`src/rtl/sha256_pkg.sv`:
```
// SHA-256 constants, round primitives and the FSM state type shared by the
// stream core, its message schedule and the bench.
package sha256_pkg;

  // H0..H7 / a..h, index 0 is H0 (most significant word of the digest).
  typedef logic [0:7][31:0] hash_t;

  typedef enum logic [2:0] {
    ST_IDLE,
    ST_LOAD,
    ST_ROUND,
    ST_UPDATE,
    ST_DONE
  } state_t;

  localparam hash_t IV = {
    32'h6a09e667, 32'hbb67ae85, 32'h3c6ef372, 32'ha54ff53a,
    32'h510e527f, 32'h9b05688c, 32'h1f83d9ab, 32'h5be0cd19
  };

  localparam logic [0:63][31:0] K = {
    32'h428a2f98, 32'h71374491, 32'hb5c0fbcf, 32'he9b5dba5,
    32'h3956c25b, 32'h59f111f1, 32'h923f82a4, 32'hab1c5ed5,
    32'hd807aa98, 32'h12835b01, 32'h243185be, 32'h550c7dc3,
    32'h72be5d74, 32'h80deb1fe, 32'h9bdc06a7, 32'hc19bf174,
    32'he49b69c1, 32'hefbe4786, 32'h0fc19dc6, 32'h240ca1cc,
    32'h2de92c6f, 32'h4a7484aa, 32'h5cb0a9dc, 32'h76f988da,
    32'h983e5152, 32'ha831c66d, 32'hb00327c8, 32'hbf597fc7,
    32'hc6e00bf3, 32'hd5a79147, 32'h06ca6351, 32'h14292967,
    32'h27b70a85, 32'h2e1b2138, 32'h4d2c6dfc, 32'h53380d13,
    32'h650a7354, 32'h766a0abb, 32'h81c2c92e, 32'h92722c85,
    32'ha2bfe8a1, 32'ha81a664b, 32'hc24b8b70, 32'hc76c51a3,
    32'hd192e819, 32'hd6990624, 32'hf40e3585, 32'h106aa070,
    32'h19a4c116, 32'h1e376c08, 32'h2748774c, 32'h34b0bcb5,
    32'h391c0cb3, 32'h4ed8aa4a, 32'h5b9cca4f, 32'h682e6ff3,
    32'h748f82ee, 32'h78a5636f, 32'h84c87814, 32'h8cc70208,
    32'h90befffa, 32'ha4506ceb, 32'hbef9a3f7, 32'hc67178f2
  };

  // Rotate right by a constant amount (1..31).
  function automatic logic [31:0] rotr(input logic [31:0] x, input int unsigned n);
    return (x >> n) | (x << (32 - n));
  endfunction

  // Schedule expansion sigmas.
  function automatic logic [31:0] sigma0(input logic [31:0] x);
    return rotr(x, 7) ^ rotr(x, 18) ^ (x >> 3);
  endfunction

  function automatic logic [31:0] sigma1(input logic [31:0] x);
    return rotr(x, 17) ^ rotr(x, 19) ^ (x >> 10);
  endfunction

  // Compression sigmas.
  function automatic logic [31:0] big_sigma0(input logic [31:0] x);
    return rotr(x, 2) ^ rotr(x, 13) ^ rotr(x, 22);
  endfunction

  function automatic logic [31:0] big_sigma1(input logic [31:0] x);
    return rotr(x, 6) ^ rotr(x, 11) ^ rotr(x, 25);
  endfunction

  function automatic logic [31:0] ch(input logic [31:0] e, input logic [31:0] f,
                                     input logic [31:0] g);
    return (e & f) ^ (~e & g);
  endfunction

  function automatic logic [31:0] maj(input logic [31:0] a, input logic [31:0] b,
                                      input logic [31:0] c);
    return (a & b) ^ (a & c) ^ (b & c);
  endfunction

  // One compression round: takes {a..h}, round constant and schedule word.
  function automatic hash_t sha256_round(input hash_t s, input logic [31:0] k,
                                         input logic [31:0] w);
    logic [31:0] t1;
    logic [31:0] t2;
    hash_t r;
    t1 = s[7] + big_sigma1(s[4]) + ch(s[4], s[5], s[6]) + k + w;
    t2 = big_sigma0(s[0]) + maj(s[0], s[1], s[2]);
    r[0] = t1 + t2;
    r[1] = s[0];
    r[2] = s[1];
    r[3] = s[2];
    r[4] = s[3] + t1;
    r[5] = s[4];
    r[6] = s[5];
    r[7] = s[6];
    return r;
  endfunction

endpackage

```
`src/rtl/sha256_stream_if.sv`:
```
// Message-word input stream and digest output stream of the SHA-256 core.
//
// Handshake rule for both streams: a transfer happens on a rising clk edge
// where valid and ready are both high. The producer holds valid, data and the
// first/last flags stable until that edge; ready may depend combinationally on
// the consumer's state but never on valid.
interface sha256_stream_if;
  import sha256_pkg::*;

  logic        in_valid;
  logic        in_ready;
  logic [31:0] in_data;
  logic        in_first;
  logic        in_last;

  logic        digest_valid;
  logic        digest_ready;
  hash_t       digest;

  // Producer of message words / consumer of digests.
  modport master (
    output in_valid, in_data, in_first, in_last, digest_ready,
    input  in_ready, digest_valid, digest
  );

  // The hashing core.
  modport slave (
    input  in_valid, in_data, in_first, in_last, digest_ready,
    output in_ready, digest_valid, digest
  );

endinterface

```
`src/rtl/sha256_msg_sched.sv`:
```
// 16-word SHA-256 message schedule window. Words are shifted in one at a time
// during block load; during rounds the window slides by R words per cycle and
// R freshly expanded words are appended. head[j] is W[t+j] for the current t.
module sha256_msg_sched import sha256_pkg::*; #(
  parameter int R = 1
) (
  input  logic                  clk,
  input  logic                  reset_n,
  input  logic                  load_valid,
  input  logic [31:0]           load_data,
  input  logic                  advance,
  output logic [0:R-1][31:0]    head
);

  logic [31:0] win      [16];
  logic [31:0] win_next [16];

  // Expand R words beyond the window and expose the R words used this cycle.
  always_comb begin
    logic [31:0] ext [16+R];
    for (int i = 0; i < 16; i++) ext[i] = win[i];
    for (int j = 0; j < R; j++) begin
      ext[16+j] = sigma1(ext[14+j]) + ext[9+j] + sigma0(ext[1+j]) + ext[j];
    end
    for (int i = 0; i < 16; i++) win_next[i] = ext[R+i];
    for (int j = 0; j < R; j++) head[j] = win[j];
  end

  // Window register: shift-in on load, slide by R on advance.
  always_ff @(posedge clk or negedge reset_n) begin
    if (!reset_n) begin
      for (int i = 0; i < 16; i++) win[i] <= '0;
    end else if (load_valid) begin
      for (int i = 0; i < 15; i++) win[i] <= win[i+1];
      win[15] <= load_data;
    end else if (advance) begin
      for (int i = 0; i < 16; i++) win[i] <= win_next[i];
    end
  end

endmodule

```
`src/rtl/sha256_stream_core.sv`:
```
// Streaming SHA-256 compression core. Takes padded 512-bit blocks as 32-bit
// words, chains blocks of one message through H, applies ROUNDS_PER_CYCLE
// rounds per ROUND cycle and presents the digest over a valid/ready handshake.
// ROUNDS_PER_CYCLE must be 1, 2, 4 or 8.
module sha256_stream_core import sha256_pkg::*; #(
  parameter int ROUNDS_PER_CYCLE = 1
) (
  input  logic              clk,
  input  logic              reset_n,
  input  logic              abort,
  input  hash_t             h_in,
  sha256_stream_if.slave    bus,
  output logic              busy,
  output state_t            dbg_state
);

  localparam int         R        = ROUNDS_PER_CYCLE;
  localparam logic [5:0] LAST_RND = 6'(64 - R);

  state_t              state;
  state_t              state_next;
  logic [3:0]          word_cnt;
  logic [5:0]          rnd_cnt;
  logic                last_q;
  hash_t               h_q;
  hash_t               work_q;
  hash_t               work_next;
  logic                accept;
  logic [0:R-1][31:0]  w_head;

  // abort outranks a word offered in the same cycle.
  assign accept      = bus.in_valid && bus.in_ready && !abort;
  assign bus.digest  = h_q;
  assign dbg_state   = state;

  sha256_msg_sched #(.R(R)) u_sched (
    .clk        (clk),
    .reset_n    (reset_n),
    .load_valid (accept),
    .load_data  (bus.in_data),
    .advance    ((state == ST_ROUND) && !abort),
    .head       (w_head)
  );

  // State register.
  always_ff @(posedge clk or negedge reset_n) begin
    if (!reset_n) state <= ST_IDLE;
    else          state <= state_next;
  end

  // Next-state and handshake outputs, decoded from the current state.
  always_comb begin
    state_next       = state;
    bus.in_ready     = 1'b0;
    bus.digest_valid = 1'b0;
    busy             = 1'b1;
    case (state)
      ST_IDLE: begin
        bus.in_ready = 1'b1;
        busy         = 1'b0;
        if (bus.in_valid) state_next = ST_LOAD;
      end
      ST_LOAD: begin
        bus.in_ready = 1'b1;
        if (bus.in_valid && (word_cnt == 4'd15)) state_next = ST_ROUND;
      end
      ST_ROUND: begin
        if (rnd_cnt == LAST_RND) state_next = ST_UPDATE;
      end
      ST_UPDATE: begin
        state_next = last_q ? ST_DONE : ST_IDLE;
      end
      ST_DONE: begin
        bus.digest_valid = 1'b1;
        if (bus.digest_ready) state_next = ST_IDLE;
      end
      default: state_next = ST_IDLE;
    endcase
    if (abort) state_next = ST_IDLE;
  end

  // Unrolled chain of R rounds starting from the working variables.
  always_comb begin
    hash_t      s;
    logic [5:0] t;
    s = work_q;
    t = rnd_cnt;
    for (int j = 0; j < R; j++) begin
      t = rnd_cnt + 6'(j);
      s = sha256_round(s, K[t], w_head[j]);
    end
    work_next = s;
  end

  // Counters, chaining value H and working variables a..h.
  always_ff @(posedge clk or negedge reset_n) begin
    if (!reset_n) begin
      word_cnt <= '0;
      rnd_cnt  <= '0;
      last_q   <= 1'b0;
      h_q      <= '0;
      work_q   <= '0;
    end else if (abort) begin
      // H is kept; the next block is expected to restart from h_in.
      word_cnt <= '0;
      rnd_cnt  <= '0;
      last_q   <= 1'b0;
    end else begin
      case (state)
        ST_IDLE: begin
          if (accept) begin
            word_cnt <= 4'd1;
            if (bus.in_first) begin
              h_q    <= h_in;
              work_q <= h_in;
            end else begin
              work_q <= h_q;
            end
          end
        end
        ST_LOAD: begin
          if (accept) begin
            word_cnt <= word_cnt + 4'd1;
            if (word_cnt == 4'd15) begin
              last_q  <= bus.in_last;
              rnd_cnt <= '0;
            end
          end
        end
        ST_ROUND: begin
          work_q  <= work_next;
          // Wraps back to 0 after the final round cycle.
          rnd_cnt <= rnd_cnt + 6'(R);
        end
        ST_UPDATE: begin
          for (int i = 0; i < 8; i++) h_q[i] <= h_q[i] + work_q[i];
        end
        ST_DONE: begin
          if (bus.digest_ready) last_q <= 1'b0;
        end
        default: ;
      endcase
    end
  end

endmodule

```
`src/flat_wrapper.sv`:
```
// flat-port wrapper written by rule: the top's interface ports become plain ports
module sha256_stream_core_flat import sha256_pkg::*;
#(
  parameter int ROUNDS_PER_CYCLE = 1
)
  (clk, reset_n, abort, h_in, busy, dbg_state, bus_in_valid, bus_in_data, bus_in_first, bus_in_last, bus_digest_ready, bus_in_ready, bus_digest_valid, bus_digest);
  sha256_stream_if bus_i ();
  input  logic clk;
  input  logic reset_n;
  input  logic abort;
  input  hash_t h_in;
  output logic busy;
  output state_t dbg_state;
  input wire logic [$bits(bus_i.in_valid)-1:0] bus_in_valid;
  input wire logic [$bits(bus_i.in_data)-1:0] bus_in_data;
  input wire logic [$bits(bus_i.in_first)-1:0] bus_in_first;
  input wire logic [$bits(bus_i.in_last)-1:0] bus_in_last;
  input wire logic [$bits(bus_i.digest_ready)-1:0] bus_digest_ready;
  output wire logic [$bits(bus_i.in_ready)-1:0] bus_in_ready;
  output wire logic [$bits(bus_i.digest_valid)-1:0] bus_digest_valid;
  output wire logic [$bits(bus_i.digest)-1:0] bus_digest;
  assign bus_i.in_valid = bus_in_valid;
  assign bus_i.in_data = bus_in_data;
  assign bus_i.in_first = bus_in_first;
  assign bus_i.in_last = bus_in_last;
  assign bus_i.digest_ready = bus_digest_ready;
  assign bus_in_ready = bus_i.in_ready;
  assign bus_digest_valid = bus_i.digest_valid;
  assign bus_digest = bus_i.digest;
  sha256_stream_core #(.ROUNDS_PER_CYCLE(ROUNDS_PER_CYCLE)) u_core (.clk(clk), .reset_n(reset_n), .abort(abort), .h_in(h_in), .bus(bus_i), .busy(busy), .dbg_state(dbg_state));
endmodule
```
`config.mk`:
```
export PLATFORM = sky130hd
export DESIGN_NAME = sha256_stream_core_flat
export DESIGN_NICKNAME = d
export VERILOG_FILES = /design/src/rtl/sha256_pkg.sv /design/src/rtl/sha256_stream_if.sv /design/src/rtl/sha256_msg_sched.sv /design/src/rtl/sha256_stream_core.sv /design/src/flat_wrapper.sv
export SDC_FILE = /design/constraint.sdc
export NUM_CORES = 2
export LEC_CHECK = 0
export CAP_MARGIN = 15
export CORE_MARGIN = 4
export CORE_UTILIZATION = 32
export DETAILED_ROUTE_END_ITERATION = 10
export PLACE_DENSITY = 0.45
export SYNTH_ARGS = -nofsm -noshare
export SYNTH_HDL_FRONTEND = slang
export SYNTH_SLANG_ARGS = --single-unit
```
`constraint.sdc`:
```
create_clock -name clk -period 9.25 [get_ports clk]
set_input_delay 1.85 -clock clk [delete_from_list [all_inputs] [get_ports clk]]
set_output_delay 1.85 -clock clk [all_outputs]
set_load 0.05 [all_outputs]
```
==> results.json <==
{
  "outcome": "finished clean",
  "syn2layout_area_growth_pct": 18.2,
  "die_w_um": 485,
  "first_pass_iters": 6,
  "grt_pass1_vias": 63196,
  "hold_viol": 0,
  "wl_per_cell_um": 26.5,
  "cp.arrival_ns": 9.22,
  "gr-total-overflow": 0,
  "drt-total-wl_um": 326000,
  "grt_pass1_wl_um": 468000,
  "period_share_pct": 92.9,
  "startpoint": "u_core.rnd_cnt[0]",
  "worstPathMaxFanout": 10,
  "layout_commonest_cell": "nand2_1",
  "synth_cell_types": 90,
  "clock_latency_ns": 0.81,
  "cts_buffers": 135,
  "max_slew_margin_pct": 25.0,
  "cts_sinks": 1038,
  "vias": 64829,
  "root_buffer": "clkbuf_16",
  "drv_slew": 0,
  "clock_skew_ns": 0.0339,
  "synth_edf_count": 0,
  "async_flop_share_pct": 100,
  "grt_setup_unrepaired": "false",
  "critPathLaunchType": "flop",
  "tightest_slew_ns": 1.13,
  "ant_nets": 0,
  "clk_pin_slew_worst_paths_ns": 0.06,
  "cp.required_ns": 9.88,
  "io_pins": 557,
  "slowest_delay_ns": 0.59,
  "die_h_um": 485,
  "crit_path_end_kind": "flop",
  "core_sq_um": 226000,
  "dp_hpwl_um": 251000,
  "grt_max_degree": 200,
  "dr.first_iter.drc_count": 5412,
  "antenna_found_initial": 11,
  "ctsHoldBuffers": 0,
  "r2r_start": "u_core.rnd_cnt[0]",
  "max_cap_violations": 0,
  "cts_htree_levels": 4,
  "final_nets": 10055,
  "r2r_setup_slack_ns": 0.66,
  "synth_nets": 9781,
  "drc_errors": 0,
  "start_util_pct": 32.3,
  "dieArea_sq_um": 235000,
  "cts_tree": "done",
  "holdCritPathClass": "flop to flop",
  "cp_slowest_cell": "fa_1",
  "hp-start": "u_core.u_sched.win[315]",
  "synthCells": 8897,
  "synth-seq-cells": 1038,
  "row_count": 174,
  "avgSynthCellArea_sq_um": 8.18,
  "synth.yosys.seq_area_share_pct": 35.7,
  "synth_ff_type": "dfrtp_1",
  "fin_tns_setup_ns": 0,
  "via_per_inst": 5.28,
  "final_cell_mix": "nand2_1 (2108), dfrtp_1 (1034), o21ai_0 (844)",
  "crit_type": "flop to flop",
  "yosysWarnings": 0,
  "gp_congestion": 0.953,
  "grtUsageTotal_pct": 27.1,
  "portBuffers": 556,
  "post-route-min-period_ns": 8.59,
  "clock_path_buffers": 3,
  "syn_area_sq_um": 72700,
  "max_freq_ghz": 0.116,
  "setup_violations": 0,
  "drive_gt1_share_pct": 4.78
}
## repair_timing
| item | in CTS | in global routing |
|---|---|---|
| hold endpoints to repair | 0 | 0 |
| setup buffers | 0 | 0 |
| endpoints found under the setup margin | 0 | 6 |
| gates resized for setup | 0 | 8 |
## flip-flops by register name, summed over array words and instances, names as in the netlist
name,flops
u_core.bus.digest,256
u_core.work_next,192
u_core.u_sched.head,32
u_core.u_sched.win,480
u_core.work_q,64
u_core.rnd_cnt,6
u_core.dbg_state,3
u_core.last_q,1
u_core.word_cnt,4
## per-layer routing
metal / share of wire (%) / GRT usage [%] / vias up
met5: 0.071 / 0.612 / -
met4: 4.3 / 10.2 / 6
met3: 5.2 / 4.18 / 424
met2: 44 / 42.2 / 1817
met1: 46 / 37.9 / 31935
li1: - / - / 30647
## metrics by stage
stage                     setup slack (ns)  util, %  area, sq um  hold WS (ns)  std cells
after global routing                0.0102     38.1        86000         0.474      12270
after floorplan                       1.57        -        72700         0.439       8897
after detailed placement             0.425     36.1        81300         0.448      12026
after CTS                            0.386     38.1        85900         0.456      12266
final                                0.658     38.1        86000         0.453      12273
after global placement               0.526     36.1        81300         0.447      12026
## worst paths after layout
| path | to | cells past startpoint |
|---|---|---|
| min in group asynchronous | u_core.bus.digest[144] | 1 |
| worst max register to register | u_core.work_next[220] | 36 |
| worst min-delay path | u_core.u_sched.win[347] | 2 |
| max in group asynchronous | u_core.rnd_cnt[3] | 3 |
| worst min register to register | u_core.u_sched.win[347] | 2 |
| worst max-delay path | u_core.work_next[220] | 36 |
## cell usage after synthesis, drive strengths merged, types with 52 or more instances
library cell / n / area (sq um)
nand2: 2109 / 7920
dfrtp: 1038 / 26000
o21ai: 855 / 4280
a21oi: 765 / 3840
nor2: 666 / 2500
clkbuf: 507 / 1900
xnor2: 405 / 3550
ha: 394 / 4930
inv: 326 / 1220
mux2i: 284 / 2840
fa: 195 / 3900
xor2: 159 / 1390
a21o: 149 / 1120
nor3: 104 / 521
nand3: 79 / 395
a31oi: 66 / 413
o21a: 64 / 480
nand2b: 62 / 388
a211oi: 58 / 450
buf: 54 / 213
o211ai: 52 / 390
## cell type report
cell class	instances	area, sq um
clock inverter	39	594
fill	23424	140000
tap	2992	3740
clock buffer	201	3990
timing repair buffer	698	6900
sequential	1038	26000
antenna	7	17.5
inverter	326	1220
multi-input combinational	6972	43500
## cell families after synthesis
family | share of synthesized area (%)
and+or+nand+nor | 17.9
AOI/OAI and AO/OA | 18.2
DFF | 35.7
buffers and inverters | 4.59
adders and majority gates | 12.4
xor gates and xnor gates | 6.79
muxes | 4.37
## worst max-delay path: cells and delay by family (launching register included)
family                     cells  cell delay [ns]
AOI/OAI and AO/OA             18             3.50
xor gates and xnor gates       2             0.42
adders and majority gates      7             2.83
buffers and inverters          4             0.66
DFF                            1             0.37
and+or+nand+nor                5             0.66
Power is left out: the tool's default activity adds up to more than one toggle a clock period on the data nets, which glitch-free logic cannot reach.
